File: src/rtl/counter_seq_pkg.sv
// +-----------------------------------------------------------------------+
// | counter_seq_pkg : state encoding shared by the counter sequencer      |
// | Rev 1.0                                                               |
// +-----------------------------------------------------------------------+
`timescale 1ns/1ps
`default_nettype none

package counter_seq_pkg;

   typedef enum logic [1:0] {
      ST_IDLE = 2'd0,
      ST_RUN  = 2'd1,
      ST_HOLD = 2'd2,
      ST_DONE = 2'd3
   } seq_state_e;

   function automatic logic is_active(input seq_state_e s);
      return (s == ST_RUN) || (s == ST_HOLD);
   endfunction

endpackage

`default_nettype wire

File: src/rtl/seq_prescaler.sv
// +-----------------------------------------------------------------------+
// | seq_prescaler : one-in-PRESCALE advance tick with clear and freeze    |
// | Rev 1.0                                                               |
// +-----------------------------------------------------------------------+
`timescale 1ns/1ps
`default_nettype none

module seq_prescaler #(
   parameter int PRESCALE = 4
) (
   input  logic clk,
   input  logic reset,
   input  logic clr_i,
   input  logic hold_i,
   output logic tick_o,
   output logic tick_next_o
);

   localparam int            PW   = (PRESCALE > 1) ? $clog2(PRESCALE) : 1;
   localparam logic [PW-1:0] LAST = PW'(PRESCALE - 1);

   logic [PW-1:0] pre_q;
   logic [PW-1:0] pre_d;

   always_comb begin
      pre_d = pre_q;
      if (clr_i) begin
         pre_d = '0;
      end else if (!hold_i) begin
         pre_d = (pre_q == LAST) ? '0 : pre_q + 1'b1;
      end
   end

   always_ff @(posedge clk or negedge reset) begin
      if (!reset) begin
         pre_q <= '0;
      end else begin
         pre_q <= pre_d;
      end
   end

   // tick_next_o lets the parent register a pulse aligned with the advance cycle
   assign tick_o      = (pre_q == LAST);
   assign tick_next_o = (pre_d == LAST);

endmodule

`default_nettype wire

File: src/rtl/counter_sequencer.sv
// +-----------------------------------------------------------------------+
// | counter_sequencer : start/stop/pause sequencer for a WIDTH-bit        |
// | up-counter; optional prescaler under COUNT_SEQ_PRESCALE_EN. Rev 1.0   |
// +-----------------------------------------------------------------------+
`timescale 1ns/1ps
`default_nettype none

module counter_sequencer #(
   parameter int WIDTH    = 4,
   parameter int PRESCALE = 4
) (
   input  logic             clk,
   input  logic             reset,
   input  logic             start,
   input  logic             stop,
   input  logic             pause,
   input  logic             auto_reload,
   input  logic [WIDTH-1:0] load_val,
   output logic [WIDTH-1:0] count,
   output logic             busy,
   output logic             tc_pulse,
   output logic             done
);

   import counter_seq_pkg::*;

   seq_state_e       state_q, state_d;
   logic [WIDTH-1:0] count_q, count_d;
   logic [WIDTH-1:0] term_q,  term_d;
   logic             busy_q, done_q, tc_q;
   logic             w_tick;
   logic             w_tick_next;
   logic             w_tc_d;

`ifdef COUNT_SEQ_PRESCALE_EN
   logic w_pre_clr;
   logic w_pre_hold;

   assign w_pre_clr  = start | stop;
   assign w_pre_hold = (state_q != ST_RUN) | pause;

   seq_prescaler #(
      .PRESCALE (PRESCALE)
   ) u_prescaler (
      .clk         (clk),
      .reset       (reset),
      .clr_i       (w_pre_clr),
      .hold_i      (w_pre_hold),
      .tick_o      (w_tick),
      .tick_next_o (w_tick_next)
   );
`else
   logic w_unused_prescale;

   assign w_unused_prescale = (PRESCALE > 0);
   assign w_tick            = 1'b1;
   assign w_tick_next       = 1'b1;
`endif

   always_comb begin
      state_d = state_q;
      count_d = count_q;
      term_d  = term_q;
      if (stop) begin
         state_d = ST_IDLE;
         count_d = '0;
      end else if (start) begin
         state_d = ST_RUN;
         term_d  = load_val;
         count_d = '0;
      end else begin
         case (state_q)
            ST_RUN: begin
               if (pause) begin
                  state_d = ST_HOLD;
               end else if (w_tick) begin
                  if (count_q == term_q) begin
                     count_d = '0;
                     if (!auto_reload) begin
                        state_d = ST_DONE;
                     end
                  end else begin
                     count_d = count_q + 1'b1;
                  end
               end
            end
            ST_HOLD: begin
               if (!pause) begin
                  state_d = ST_RUN;
               end
            end
            default: begin
               state_d = state_q;
            end
         endcase
      end
   end

   // Pulse is registered one edge early so it is visible during the cycle whose edge performs the terminal advance
   assign w_tc_d = (state_d == ST_RUN) && (count_d == term_d) && w_tick_next;

   always_ff @(posedge clk or negedge reset) begin
      if (!reset) begin
         state_q <= ST_IDLE;
         count_q <= '0;
         term_q  <= '0;
         busy_q  <= 1'b0;
         done_q  <= 1'b0;
         tc_q    <= 1'b0;
      end else begin
         state_q <= state_d;
         count_q <= count_d;
         term_q  <= term_d;
         busy_q  <= is_active(state_d);
         done_q  <= (state_d == ST_DONE);
         tc_q    <= w_tc_d;
      end
   end

   assign count    = count_q;
   assign busy     = busy_q;
   assign done     = done_q;
   assign tc_pulse = tc_q;

endmodule

`default_nettype wire
File: config.mk
export PLATFORM = sky130hd
export DESIGN_NAME = counter_sequencer
export DESIGN_NICKNAME = d
export VERILOG_FILES = /design/src/rtl/counter_seq_pkg.sv /design/src/rtl/seq_prescaler.sv /design/src/rtl/counter_sequencer.sv
export SDC_FILE = /design/constraint.sdc
export NUM_CORES = 1
export LEC_CHECK = 0
export ABC_AREA = 1
export CAP_MARGIN = 20
export CORE_MARGIN = 1
export CORE_UTILIZATION = 50
export DETAILED_ROUTE_END_ITERATION = 16
export PLACE_DENSITY = 0.87
export SETUP_SLACK_MARGIN = 0.2
export SLEW_MARGIN = 15
export SYNTH_ARGS = -nofsm -noshare
export SYNTH_HDL_FRONTEND = slang
export SYNTH_SLANG_ARGS = --single-unit
File: constraint.sdc
create_clock -name clk -period 3.55 [get_ports clk]
set_input_delay 0.5325 -clock clk [delete_from_list [all_inputs] [get_ports clk]]
set_output_delay 0.5325 -clock clk [all_outputs]
set_load 0.02 [all_outputs]
==> results of run 1 <==
-- layer usage --
| layer | wire, microns | up-vias | track usage |
|---|---|---|---|
| met5 | 0 | - | 0 |
| met4 | 14 | 0 | 0.07273 |
| met3 | 89 | 2 | 0.06383 |
| met2 | 855 | 23 | 0.3701 |
| met1 | 756 | 372 | 0.2500 |
| li1 | - | 410 | - |
-- cells in the mapped netlist --
library cell,number
nor2_1,5
dfrtp_1,13
o21ai_0,2
inv_2,6
o21ai_1,3
nand4_1,2
a21oi_1,4
nand3_1,9
nand2_2,4
xor2_1,1
nand2_1,39
a21oi_2,1
o31ai_1,1
ha_1,5
inv_1,23
or2_1,1
nor2_4,1
nor2_2,2
-- layout make-up --
type                            instances  area [sq um]  share of cell area
Multi-Input combinational cell         80         410.4              0.3905
Sequential cell                        13         325.3              0.3095
Timing Repair Buffer                   16         160.2              0.1524
Inverter                               29         108.9              0.1036
Clock buffer                            4         26.28             0.02500
Tap cell                               16         20.02             0.01905
-- state kept, by name (all words and copies together) (netlist names) --
register / count
tc_pulse: 1
busy: 1
state_q: 2
count: 4
done: 1
term_q: 4
-- final timing paths --
path	to	slack (ns)
max in group asynchronous	done	2.51
worst min register to register	term_q[0]	0.64
min in group clk	term_q[0]	0.64
worst max register to register	tc_pulse	1.69
worst max-delay path	count[0]	1.62
worst min-delay path	term_q[2]	0.63
-- kinds of logic after synthesis --
group / synth area share
AOI/OAI and AO/OA: 0.07259
xor gates and xnor gates: 0.01037
adders and majority gates: 0.07407
buffers and inverters: 0.1289
DFF: 0.3852
and+or+nand+nor: 0.3289
-- power breakdown --
part / internal [uW] / leakage (uW) / switching, uW / total, uW
Clock: 43.6 / 0.0000150 / 48.7 / 92.2
Sequential: 158 / 0.000166 / 5.97 / 164
Combinational: 35.0 / 0.000391 / 50.6 / 85.6
-- metrics by stage --
step	utilization	std cells	setup slack [ns]
3_3_place_gp	0.6648	154	1.466
4_1_cts	0.6818	158	1.615
6_report	0.6818	158	1.623
2_1_floorplan	-	122	1.768
3_5_place_dp	0.6648	154	1.411
5_1_grt	0.6818	158	1.493
==> metrics.cfg, run 1 <==
[run_status]
run_status=finished, final reports clean

[layout]
nets=158
syn_to_final_growth_pct=24.44
final_common_cell=nand2_1
mostFrequentLayoutCells=39 x nand2_1, 23 x inv_1, 16 x clkdlybuf4s50_1
fillers=133
diodes=0
drive_gt1_frac=0.1197
design_area_sq_um=1051

[placement]
place_area_sq_um=1025
routabilityCongestion=0.8113
port_buffers=16
hpwl_mm=1.369

[detailed_routing]
post_drt_wl_per_cell_microns=10.86
drtIter0Drc=21
viasPerCell=5.108
antenna_left=0
drt_pass1_iterations=4
vias=807
drc_errors=0
routed_wirelength_mm=1.716

[pwr]
peakVddDrop_mv=0.2371
p_leak_uw=0.0005712
totalPowerFinal_uw=341.6
pwr_density_cell_nw_per_um2=325.1

[synthesis]
avgSynthCellArea_sq_um=6.923
syn-instance-count=122
yosys_warnings=0
synthTopCellsByArea=dfrtp_1 39%, nand2_1 17%, inv_1 10%
synth.top_cell.area_share=0.3852
synth_area_leader_cell=dfrtp_1
synth_cell_type_count=18
ys_ff_latch=13
synthesis.area_sq_um=844.6
synth_fp_nets=137
yosysSeqAreaShare=0.3852

[cts]
post_cts_buffers=0
insertion_delay_ns=0.28
cts_buffers=3
htree_levels=1
clk_pin_slew_ns=0.08
cts_tree=built
clk_path_buf_depth=2
cts_resized=0
cts.sinks=13
cts_root_buf=clkbuf_4
cts_hold_buf=0

[hold_path]
worstHoldPathType=in2async

[sta]
drv_slew=0
min_period_over_period=0.5428
whs_ns=0.6339
worst_slew_pin_slew_ns=0.6187
finalHoldViolCount=0
period_needed_ns=1.927
finalSetupTns_ns=0
fmax_mhz=518.9
setup_viol=0
finalClockSkew_ns=0.006658
relSlewSlack=0.5862
rsz0062_at_grt=no

[global_routing]
first_global_vias=721
grt_pass1_wl_mm=2.870
grt_max_degree=14
grt_overflow_total=0
antenna_found_initial=0
grt_usage=0.2147

[worst_setup_path]
worst_path_max_delay_cell=clkdlybuf4s50_1
crit_cells=1
crit_family=buffers and inverters
critPathRequiredTime_ns=3.02
worst-path-buf-inv=1
slowest_delay_ns=0.65
path_class=reg2out
crit_start=count[0]
worstSetupEndpointType=primary output
cp_cell_sequence=clkdlybuf4s50_1
cp_max_fo=7
r2r_cells=12
cp-start-kind=flop
r2r-start=count[1]
crit_arrival_ns=1.39

[die]
rows=14
die_x_microns=43.10
initial_core_util=0.5479
pin_count=17
dieArea_sq_um=1858
coreArea_sq_um=1541
die_h_microns=43.10

[flow_run]
drv_cap=0

Note: power is estimated with default switching activity, not from simulation.
==> run 2: changes to the inputs <==
Settings changed: CORE_UTILIZATION 50 to 45, PLACE_DENSITY 0.87 to 0.83.
Clock period 3.55 ns to 1.6 ns, I/O delays scaled along.
==> run 2 against run 1 <==
  * The run now ends with setup timing left
  * Global-route usage is 2.8 points higher
  * Via count grew 20%
  * Flip-flop and latch count did not move
  * Critical path depth is 10 higher
==> metrics.cfg, run 2 (same netlist as run 1, synthesis figures left out) <==
[run_status]
run_status=finished, violations left
failed_checks=setup timing

[cts]
htree_levels=1  ; unchanged
cts_root_buf=clkbuf_4
clk_pin_slew_ns=0.08  ; about the same
clk_path_buf_depth=2  ; unchanged
insertion_delay_ns=0.28  ; about the same
cts_buffers=3  ; unchanged
cts_tree=built
cts.sinks=13  ; unchanged

[worst_setup_path]
cp_max_fo=4  ; -3
critical_path.most_common_cell=nand2_2
path_class=reg2reg
worst_path_max_delay_cell=dfrtp_2
slowest_delay_ns=0.44  ; -0.21 ns
crit_arrival_ns=2.02  ; +0.63 ns
worstSetupEndpointType=flop
crit_family=simple AND/OR/NAND/NOR gates
r2r_setup_slack_ns=-0.21  ; -1.90 ns
cp_cell_sequence=nand2_2 -> nand2_2 -> nor2_4 -> nand2_2 -> or2_1 -> o21ai_1 -> nand2_1 -> a21oi_2 -> ha_2 -> nand3_2 -> nor2_2
cp-start-kind=flop
critPathRequiredTime_ns=1.81  ; -1.21 ns
worst-path-buf-inv=0  ; -1

[hold_path]
worstHoldPathType=in2async

[placement]
hpwl_mm=1.743  ; +27%
routabilityCongestion=0.8538  ; +5.2%
pre_cts_slack_ns=-0.1592  ; -1.570 ns
port_buffers=16  ; unchanged

[layout]
syn_to_final_growth_pct=59.11
mostFrequentLayoutCells=23 x nand2_1, 20 x inv_1, 20 x buf_4
nets=181  ; +15%
fillers=130  ; -2.3%
finalCoreUtilization=0.7699  ; +0.08807
final_common_cell=nand2_1
drive_gt1_frac=0.4182  ; +0.2985
diodes=0  ; unchanged

[pwr]
peakVddDrop_mv=0.4244  ; +79%
p_leak_uw=0.0007268  ; +27%
pwr_density_cell_nw_per_um2=625.7  ; +93%

[detailed_routing]
drtIter0Drc=36  ; +71%
post_drt_wl_per_cell_microns=13.35  ; +23%
viasPerCell=5.100  ; -0.15%
drc_errors=0  ; unchanged
drt_pass1_iterations=4  ; unchanged
routed_wirelength_mm=2.536  ; +48%
antenna_left=0  ; unchanged
vias=969  ; +20%

[sta]
drv_slew=0  ; unchanged
setup_viol=4  ; +4
min_period_over_period=1.134
period_needed_ns=1.814
finalHoldViolCount=0  ; unchanged
worst_slew_pin_slew_ns=0.3050  ; -0.3138 ns
whs_ns=0.2787  ; -0.3552 ns
fmax_mhz=551.3
relSlewSlack=0.7962  ; +0.2100
rsz0062_at_grt=yes
final.setup.worst_slack_ns=-0.2140  ; -1.837 ns
finalClockSkew_ns=0.006823  ; +0.0001650 ns

[global_routing]
grt_usage=0.2424  ; +0.02773
grt_max_degree=14  ; unchanged
antenna_found_initial=0  ; unchanged
grt_overflow_total=0  ; unchanged
grt_pass1_wl_mm=3.387  ; +18%
first_global_vias=851  ; +18%

[die]
initial_core_util=0.4839  ; -0.06402
die_x_microns=45.32  ; +5.2%
dieArea_sq_um=2054  ; +11%
rows=15  ; +1
coreArea_sq_um=1745  ; +13%
die_h_microns=45.32  ; +5.2%
pin_count=17  ; unchanged

[flow_run]
drv_cap=0  ; unchanged

[run 2: power breakdown]
| part | switching (uW) | internal, uW |
|---|---|---|
| registers | 15.6 | 351 |
| clock network | 108 | 96.6 |
| logic | 152 | 118 |
| total | 276 | 565 |
[run 2: repair_timing]
item / 4_1_cts / 5_1_grt
setup buffers: 1 / 3
hold endpoints to repair: 0 / 0
cloned: 0 / 0
endpoints found under the setup margin: 13 / 10
resized for setup: 13 / 31
pin swaps: 4 / 17
hold buffers: 0 / 0
[run 2: per-stage QoR]
| step | area, sq um | total power [uW] | instances | setup TNS, ns |
|---|---|---|---|---|
| 2_1_floorplan | 849.6 | 491.2 | 122 | -0.1777 |
| 3_3_place_gp | 1184 | 585.3 | 182 | -0.2847 |
| 3_5_place_dp | 1184 | 598.5 | 182 | -0.4990 |
| 4_1_cts | 1235 | 806.8 | 187 | -0.3308 |
| 5_1_grt | 1344 | 890.3 | 190 | -0.9971 |
| 6_report | 1344 | 840.9 | 190 | -0.7034 |
[run 2: path summary, 6_finish.rpt]
path                            from        end  depth (start not counted)
setup / recovery            count[3]   tc_pulse                         11
setup reg to reg            count[3]   tc_pulse                         11
hold / removal                 reset  term_q[2]                          2
min in group clk               pause   count[2]                          5
max in group asynchronous      reset   count[3]                          2
hold reg to reg            term_q[2]  term_q[2]                          4
[run 2: layer usage]
layer,up-vias,share of wire,track usage
li1,455,-,-
met1,447,0.39,0.2645
met2,49,0.51,0.4174
met3,18,0.053,0.04000
met4,0,0.052,0.1818
met5,-,0,0
[run 2: area by class of cell]
type	count	area, sq um	share of cell area
clock buffers	4	26.28	0.01955
repair buffers	39	339.1	0.2523
multi-input cells	80	505.5	0.3762
inverters	29	111.4	0.08287
flip-flops and latches	13	330.3	0.2458
well taps	25	31.28	0.02328
[run 2: worst register-to-register path: cells and delay by family (launching register included)]
kind,cells,cell delay [ns]
compound gates,2,0.33
fa+ha+maj,1,0.20
flops,1,0.44
simple gates,8,0.79
